===== src/rtl/io_port_ctrl_pkg.sv =====
// Shared constants for the CPU I/O port controller: channel flag bit positions and tx sequencer states.
package io_port_ctrl_pkg;

    localparam int unsigned DATA_W = 8;
    localparam int unsigned NCH    = 4;
    localparam int unsigned TMO_W  = 16;

    // Bit positions inside {S_in, S_out, P_in, P_out} vectors (imsk, ovr, flags)
    localparam int unsigned CH_P_OUT = 0;
    localparam int unsigned CH_P_IN  = 1;
    localparam int unsigned CH_S_OUT = 2;
    localparam int unsigned CH_S_IN  = 3;

    typedef enum logic [1:0] {
        TX_IDLE  = 2'd0,
        TX_LOAD  = 2'd1,
        TX_BUSY  = 2'd2,
        TX_DRAIN = 2'd3
    } tx_state_e;

endpackage


===== src/rtl/io_tx_seq.sv =====
// UART transmit sequencer: waits for an idle transmitter, issues one tx_start pulse,
// then tracks busy/idle of tx_rdy with an abandon timeout.
module io_tx_seq
    import io_port_ctrl_pkg::*;
#(
    parameter logic [TMO_W-1:0] TX_TIMEOUT = 16'd4095
) (
    input  logic clk,
    input  logic rst,
    input  logic go,
    input  logic tx_rdy,
    output logic tx_start,
    output logic done,
    output logic timeout
);

    tx_state_e        state;
    tx_state_e        state_nxt;
    logic             tx_start_nxt;
    logic [TMO_W-1:0] cnt;

    always_ff @(posedge clk) begin
        if (rst) begin
            state    <= TX_IDLE;
            tx_start <= 1'b0;
            cnt      <= '0;
        end else begin
            state    <= state_nxt;
            tx_start <= tx_start_nxt;
            // Counter is zero on entry to BUSY because IDLE/LOAD always precede it
            cnt      <= (state == TX_BUSY || state == TX_DRAIN) ? cnt + TMO_W'(1) : '0;
        end
    end

    always_comb begin
        state_nxt    = state;
        tx_start_nxt = 1'b0;
        done         = 1'b0;
        timeout      = 1'b0;
        case (state)
            TX_IDLE: begin
                if (go) state_nxt = TX_LOAD;
            end
            TX_LOAD: begin
                if (tx_rdy) begin
                    state_nxt    = TX_BUSY;
                    tx_start_nxt = 1'b1;
                end
            end
            TX_BUSY: begin
                if (cnt == TX_TIMEOUT) begin
                    state_nxt = TX_IDLE;
                    timeout   = 1'b1;
                end else if (!tx_rdy) begin
                    state_nxt = TX_DRAIN;
                end
            end
            TX_DRAIN: begin
                // A completion on the last allowed cycle is still a completion
                if (tx_rdy) begin
                    state_nxt = TX_IDLE;
                    done      = 1'b1;
                end else if (cnt == TX_TIMEOUT) begin
                    state_nxt = TX_IDLE;
                    timeout   = 1'b1;
                end
            end
            default: state_nxt = TX_IDLE;
        endcase
    end

endmodule


===== src/rtl/io_port_ctrl.sv =====
// CPU I/O port controller for a parallel and a serial channel: FGI/FGO flags, INPR buffers,
// overrun tracking and masked interrupt. Optional trace output with IO_PORT_CTRL_TRACE_EN.
module io_port_ctrl
    import io_port_ctrl_pkg::*;
#(
    parameter logic             RST_SEL    = 1'b0,
    parameter logic [TMO_W-1:0] TX_TIMEOUT = 16'd4095
) (
    input  logic              clk,
    input  logic              rst,
    input  logic              inp_req,
    input  logic              out_req,
    input  logic [DATA_W-1:0] out_data,
    input  logic              sio_req,
    input  logic              pio_req,
    input  logic              imk_req,
    input  logic [NCH-1:0]    imk_data,
    output logic              fgi,
    output logic              fgo,
    output logic [DATA_W-1:0] inpr,
    output logic              intr_req,
    input  logic              pin_stb,
    input  logic [DATA_W-1:0] pin_data,
    output logic [DATA_W-1:0] pout_data,
    input  logic              pout_ack,
    input  logic [DATA_W-1:0] rx_data,
    input  logic              rx_rdy,
    input  logic              rx_error,
    output logic [DATA_W-1:0] tx_byte,
    output logic              tx_start,
    input  logic              tx_rdy,
    output logic [NCH-1:0]    ovr,
    input  logic              ovr_clr
);

    logic              sel;
    logic [NCH-1:0]    imsk;
    logic              fgi_p, fgi_s, fgo_p, fgo_s;
    logic [DATA_W-1:0] inpr_p, inpr_s;
    logic              rx_prev;
    logic              inp_p, inp_s, out_p, out_s, s_stb;
    logic              tx_go, tx_done, tx_timeout;
    logic [NCH-1:0]    ovr_set;
    logic [NCH-1:0]    flags;

    assign flags = {fgi_s, fgo_s, fgi_p, fgo_p};

    assign fgi  = sel ? fgi_s  : fgi_p;
    assign fgo  = sel ? fgo_s  : fgo_p;
    assign inpr = sel ? inpr_s : inpr_p;

    // Request decode and overrun detection, all judged against pre-edge flags
    always_comb begin
        inp_p   = inp_req && !sel;
        inp_s   = inp_req && sel;
        out_p   = out_req && !sel;
        out_s   = out_req && sel;
        s_stb   = rx_rdy && !rx_prev && !rx_error;
        tx_go   = out_s && fgo_s;
        ovr_set = '0;
        ovr_set[CH_P_OUT] = out_p && !fgo_p;
        ovr_set[CH_P_IN]  = pin_stb && fgi_p;
        ovr_set[CH_S_OUT] = (out_s && !fgo_s) || tx_timeout;
        ovr_set[CH_S_IN]  = s_stb && fgi_s;
    end

    always_ff @(posedge clk) begin
        if (rst) begin
            sel       <= RST_SEL;
            imsk      <= '0;
            fgi_p     <= 1'b0;
            fgi_s     <= 1'b0;
            fgo_p     <= 1'b1;
            fgo_s     <= 1'b1;
            inpr_p    <= '0;
            inpr_s    <= '0;
            pout_data <= '0;
            tx_byte   <= '0;
            intr_req  <= 1'b0;
            ovr       <= '0;
            rx_prev   <= 1'b0;
        end else begin
            if (sio_req && !pio_req) begin
                sel <= 1'b1;
            end else if (pio_req && !sio_req) begin
                sel <= 1'b0;
            end
            if (imk_req) imsk <= imk_data;
            rx_prev <= rx_rdy;

            // A strobe into an empty buffer beats a concurrent INP
            if (pin_stb && !fgi_p) begin
                inpr_p <= pin_data;
                fgi_p  <= 1'b1;
            end else if (inp_p) begin
                fgi_p  <= 1'b0;
            end
            if (s_stb && !fgi_s) begin
                inpr_s <= rx_data;
                fgi_s  <= 1'b1;
            end else if (inp_s) begin
                fgi_s  <= 1'b0;
            end

            if (out_p && fgo_p) begin
                fgo_p     <= 1'b0;
                pout_data <= out_data;
            end else if (pout_ack && !fgo_p) begin
                fgo_p     <= 1'b1;
            end
            if (tx_go) begin
                fgo_s   <= 1'b0;
                tx_byte <= out_data;
            end else if (tx_done || tx_timeout) begin
                fgo_s   <= 1'b1;
            end

            intr_req <= |(flags & imsk);
            ovr      <= (ovr_clr ? '0 : ovr) | ovr_set;
        end
    end

    io_tx_seq #(
        .TX_TIMEOUT (TX_TIMEOUT)
    ) u_tx_seq (
        .clk      (clk),
        .rst      (rst),
        .go       (tx_go),
        .tx_rdy   (tx_rdy),
        .tx_start (tx_start),
        .done     (tx_done),
        .timeout  (tx_timeout)
    );

`ifdef IO_PORT_CTRL_TRACE_EN
    logic [NCH-1:0] trc_flags;

    always @(posedge clk) begin
        trc_flags <= flags;
        for (int i = 0; i < NCH; i++) begin
            if (!rst && flags[i] != trc_flags[i])
                $display("%0d io_port_ctrl: flag ch%0d %s", $stime, i, flags[i] ? "set" : "clear");
            if (!rst && ovr_set[i])
                $display("%0d io_port_ctrl: overrun ch%0d", $stime, i);
        end
        if (!rst && tx_timeout)
            $display("%0d io_port_ctrl: tx timeout ch%0d", $stime, CH_S_OUT);
    end
`else
`endif

endmodule


===== config.mk =====
export PLATFORM = sky130hd
export DESIGN_NAME = io_port_ctrl
export DESIGN_NICKNAME = d
export VERILOG_FILES = /design/src/rtl/io_port_ctrl_pkg.sv /design/src/rtl/io_tx_seq.sv /design/src/rtl/io_port_ctrl.sv
export SDC_FILE = /design/constraint.sdc
export NUM_CORES = 1
export LEC_CHECK = 0
export CORE_MARGIN = 10
export CORE_UTILIZATION = 48
export CTS_CLUSTER_DIAMETER = 50
export DETAILED_ROUTE_END_ITERATION = 12
export PLACE_DENSITY = 0.8
export SYNTH_ARGS = -nofsm -noshare
export SYNTH_HDL_FRONTEND = slang
export SYNTH_SLANG_ARGS = --single-unit

===== constraint.sdc =====
create_clock -name clk -period 2.1 [get_ports clk]
set_clock_uncertainty 0.15 [all_clocks]
set_input_delay 0.42 -clock clk [delete_from_list [all_inputs] [get_ports clk]]
set_output_delay 0.42 -clock clk [all_outputs]
set_load 0.005 [all_outputs]

=== After elaboration in Yosys (flattened, before gate mapping) ===
Index checks and enable logic that the tools add are counted.

* Multiplexer cells: 26
* Bitwise operators: 4
* Add/subtract/negate cells: 1
* Reduce and logical (&&, ||, !) cells: 39
* Eq/ne operators: 8

{| class="wikitable"
|+ Operators with widths
! cell !! number
|-
| logical AND 1 bit || 17
|-
| adder 16 x 1 -> 16 bit, second input constant || 1
|-
| equality test 16 x 12 -> 1 bit, second input constant || 1
|-
| 2-to-1 mux 1 bit || 16
|-
| 2-to-1 mux 2 bit || 6
|-
| nonzero test 2 bit || 5
|-
| zero test 1 bit || 9
|-
| 2-to-1 mux 8 bit || 1
|-
| one-hot mux 2 bit (4 select lines) || 1
|-
| != test 3 bit, second input constant || 2
|-
| AND 4 bit || 1
|-
| equality test 2 bit, second input constant || 2
|-
| 2-to-1 mux 4 bit || 1
|-
| != test 2 bit, second input constant || 2
|-
| bitwise OR 4 bit || 1
|-
| AND reduction 4 bit || 1
|-
| OR reduction 2 bit || 2
|-
| OR reduction 4 bit || 1
|-
| logical OR 1 bit || 3
|-
| equality test 2 x 1 -> 1 bit, second input constant || 1
|-
| zero test 2 bit || 1
|-
| NOT 1 bit || 2
|-
| one-hot mux 1 bit (2 select lines) || 1
|}

* Register bits: 66
* Logic and storage cells: 94

=== Longest topological paths before layout ===
* Word-level depth: 7
* Depth in mapped cells: 5

=== Hierarchy ===
Synthesis repeated with hierarchy kept, for this count alone.

* Cells, all modules: 310
* Area, all modules: 2690.1 sq um

{| class="wikitable"
|+ Modules (own cells, without submodules)
! module !! cells each !! instances !! area each (sq um) !! sequential area each (sq um)
|-
| io_port_ctrl || 212 || 1 || 1808.0 || 940.9
|-
| io_tx_seq || 98 || 1 || 882.1 || 380.4
|}

=== Worst setup path before layout ===
Ideal clock, no wire load.

* Path kind: register to output
* From: reg sel
* To: out inpr[1]
* Stages on the path, launching flop included: 4
* Path buffers: 2
* Data arrival time: 1.011 ns
* Slack: 0.519 ns
* Cells stage by stage: dfxtp_1 -> buf_2 -> buf_2 -> mux2_2

* Word-level cells in the longest chain between the ends: 1

{| class="wikitable"
|+ Ends and longest elaborated chain
! what !! RTL line !! text
|-
| start, declared || io_port_ctrl.sv:36 || <nowiki>logic sel;</nowiki>
|-
| start signal, assigned || io_port_ctrl.sv:69 || <nowiki>sel <= RST_SEL;</nowiki>
|-
| start signal, assigned || io_port_ctrl.sv:84 || <nowiki>sel <= 1'b1;</nowiki>
|-
| start signal, assigned || io_port_ctrl.sv:86 || <nowiki>sel <= 1'b0;</nowiki>
|-
| 2-to-1 mux 8 bit || io_port_ctrl.sv:50 || <nowiki>assign inpr = sel ? inpr_s : inpr_p;</nowiki>
|-
| end, declared || io_port_ctrl.sv:20 || <nowiki>output logic [DATA_W-1:0] inpr,</nowiki>
|}

No other way between the ends.

=== Worst setup path in the final report ===
* From: reg sel
* To: out inpr[4]

The elaborated chain is that of the path after synthesis.

==> key figures <==
Flow run
  – Max-cap violations: 0

Setup path
  – Worst-path fanout max: 8
  – Crit path launch: sel$_SDFFE_PP0P_
  – Crit. End Element: output port
  – Critical path class: reg2out
  – Crit start category: flop
  – Depth of the worst register-to-register path: 5
  – WP data arrival: approximately 1.4 ns
  – Reg-to-Reg Start: u_tx_seq.cnt[0]$_SDFF_PP0_
  – Worst Path Required: about 1.5 ns

Finish
  – Layout net count: 420
  – P&R area growth vs syn: 35.9%
  – Ant. Diodes: 0
  – Post-Route Utilization: 66.8%
  – Fin cells: 453
  – Post-route cell area: 0.00366 mm²
  – Share of layout cells above drive strength 1: around an eighth

Pwr
  – Power density over cell area: approximately 730 mW/mm²
  – PnR Total Power: 2.67 mW
  – Peak VDD IR: approximately 0.00053 V
  – P_leak: roughly 1.4 nW

Placed design
  – Cell Area, Placed: 0.00348 mm²
  – Hpwl dp: 4.99 mm
  – Port Buf Inserts: a little over 70
  – Placed insts: approximately 440
  – Routability cong.: around 0.83

Global routing
  – Total GRT Usage: between 10% and 20%
  – Initial antenna violation count: 0
  – Number of global-route vias before repair: about 2,400
  – Largest net degree at the start of global routing: 37
  – Grt ovf: 0
  – First-pass GRT wire length: between 10 and 15 mm

Synth
  – Share of flip-flops with an asynchronous set or reset: 0%
  – Top cells by count, synth: dfxtp_1, nand2_1, nor2_1
  – Seq/Total Area, Yosys: 49.1%
  – Post-synth net total: 344
  – Area contributors post-synth: dfxtp_1, nand2_1, a21oi_1
  – Library cells used by synthesis: 43
  – Ys Warns: 0
  – Post-synth EDFFs: 0
  – Post-Syn Area per Cell: around 8.9 µm²
  – Top-area cell type share of the netlist area: ~50%
  – Main synth FF type: dfxtp_1
  – Mapped cell area: about 0.0027 mm²
  – Cell taking the most area after synthesis: dfxtp_1
  – Synthesized flop and latch total: 66
  – Most frequent cell after synthesis: dfxtp_1
  – Syn Inst Count: between 300 and 400

Clocking
  – CTS tree: built
  – CTS Hold Bufs: 0
  – CTS clk-pin slew, worst paths: approximately 0.070 ns
  – CTS Root Buffer Type: clkbuf_8
  – Clock latency on the worst-skew pair: between 0.3 and 0.4 ns
  – H-Tree Depth: 3
  – Number of buffers created by CTS: 9
  – Clock sinks: 66
  – Clk buf depth: 2

Timing
  – Post-route minimum period: about 2.0 ns
  – Final TNS setup: 0 ns
  – Worst Max-Slew Pin Slew: 0.369 ns
  – Setup Viol. Count Final: 0
  – Rel. slew slack: around three quarters
  – Maximum clock frequency: about 500 MHz
  – Tcrit/Tclk final: between 90% and 100%
  – Fin. max-slew vios: 0
  – Unrepaired setup endpoints after global routing: no
  – Endpoints failing hold: 0

Drt
  – Average via count per standard cell: ~5
  – Total number of vias: 2,261
  – Per-cell routed wire length: ~15 µm
  – Antenna Nets Post-Route: 0
  – DR DRC count: 0
  – First-iteration detailed-routing DRC count: 78
  – DR pass1 iterations: 4
  – Post-Route WL: ~6.7 mm

Floorplan
  – IO Pins: 73
  – Die Y: about 95 µm
  – Cell row count: 27
  – DIE AREA: roughly 0.0090 mm²
  – Die W: around 95 µm
  – CORE AREA: between 0.005 and 0.006 mm²
  – Initial Util: about 49%

Outcome
  – Outcome: complete, no violations

Min path
  – WHS Path Cells: 2
  – HP Class: in2reg
  – Hold Crit Start: rst
[sequential cells by signal (all words and copies together) (netlist names), 2 cells and up]
signal          cells
u_tx_seq.cnt       16
inpr_p              8
inpr_s              8
pout_data           8
tx_byte             8
imsk                4
ovr                 4
u_tx_seq.state      2
[cell type report]
cell class              instances  area (µm²)
clock buffers                  12         145
clock inverters                 3        40.0
fillers                       469        1810
inverters                       6        22.5
multi-input cells             213        1260
flip-flops and latches         66        1320
well taps                      72        90.1
repair buffers                 81         774
[through the flow]
stage / hold slack (ns) / worst slack [ns]
6_report: 0.296 / 0.100
5_1_grt: 0.291 / 0.0370
4_1_cts: 0.282 / 0.0749
3_5_place_dp: 0.295 / 0.138
3_3_place_gp: 0.290 / 0.197
2_1_floorplan: 0.280 / 0.519
[worst paths after layout]
path,to,slack (ns)
worst max register to register,u_tx_seq.cnt[14]$_SDFF_PP0_,0.45
worst min-delay path,imsk[2]$_SDFFE_PP0P_,0.30
worst max-delay path,inpr[4],0.10
worst min register to register,inpr_s[6]$_SDFFE_PP0P_,0.30
[kinds of logic after synthesis]
group	after synthesis	share of synthesized area (%)
mux	24	9.39
fa+ha+maj	2	0.929
compound gates	45	9.85
flops	66	49.1
simple gates	131	23.2
xor+xnor	11	3.58
buf+inv	22	4.00
[routing by layer]
layer  GRT usage (%)  part of all wire [%]
met1            15.9                    41
met5               0                     0
met2            25.1                    49
met3            8.49                   7.4
met4            6.98                   2.1
[power by group]
part	switching, mW	total, mW	internal, mW	leakage [nW]
sequential	0.0300	1.33	1.30	0.538
clock	0.443	1.01	0.571	0.0962
combinational	0.133	0.320	0.187	0.761
[cells in the final DEF, fill, tap and decap left out, types with 5 or more instances in the layout]
| cell type | Yosys | routed |
|---|---|---|
| nor2_1 | 35 | 35 |
| xnor2_1 | 9 | 9 |
| inv_1 | 6 | 6 |
| dlygate4sd2_1 | 0 | 10 |
| buf_4 | 0 | 8 |
| dfxtp_1 | 66 | 65 |
| clkbuf_8 | 2 | 10 |
| mux2_2 | 10 | 10 |
| clkdlybuf4s50_1 | 0 | 61 |
| nand2_1 | 57 | 57 |
| mux2i_1 | 14 | 14 |
| a21oi_1 | 30 | 30 |
| nor3_1 | 5 | 5 |
[critical path: stages, from the launching register on]
cell and delay (ns):
dfxtp_2 0.34, buf_6 0.13, mux2_2 0.33, dlygate4sd2_1 0.28
[repair_timing]
| action | in CTS | in global routing |
|---|---|---|
| gates resized for setup | 12 | 0 |
| endpoints found under the setup margin | 10 | 0 |
| setup buffers | 0 | 0 |
No activity file was read; power rests on OpenSTA's default activity.
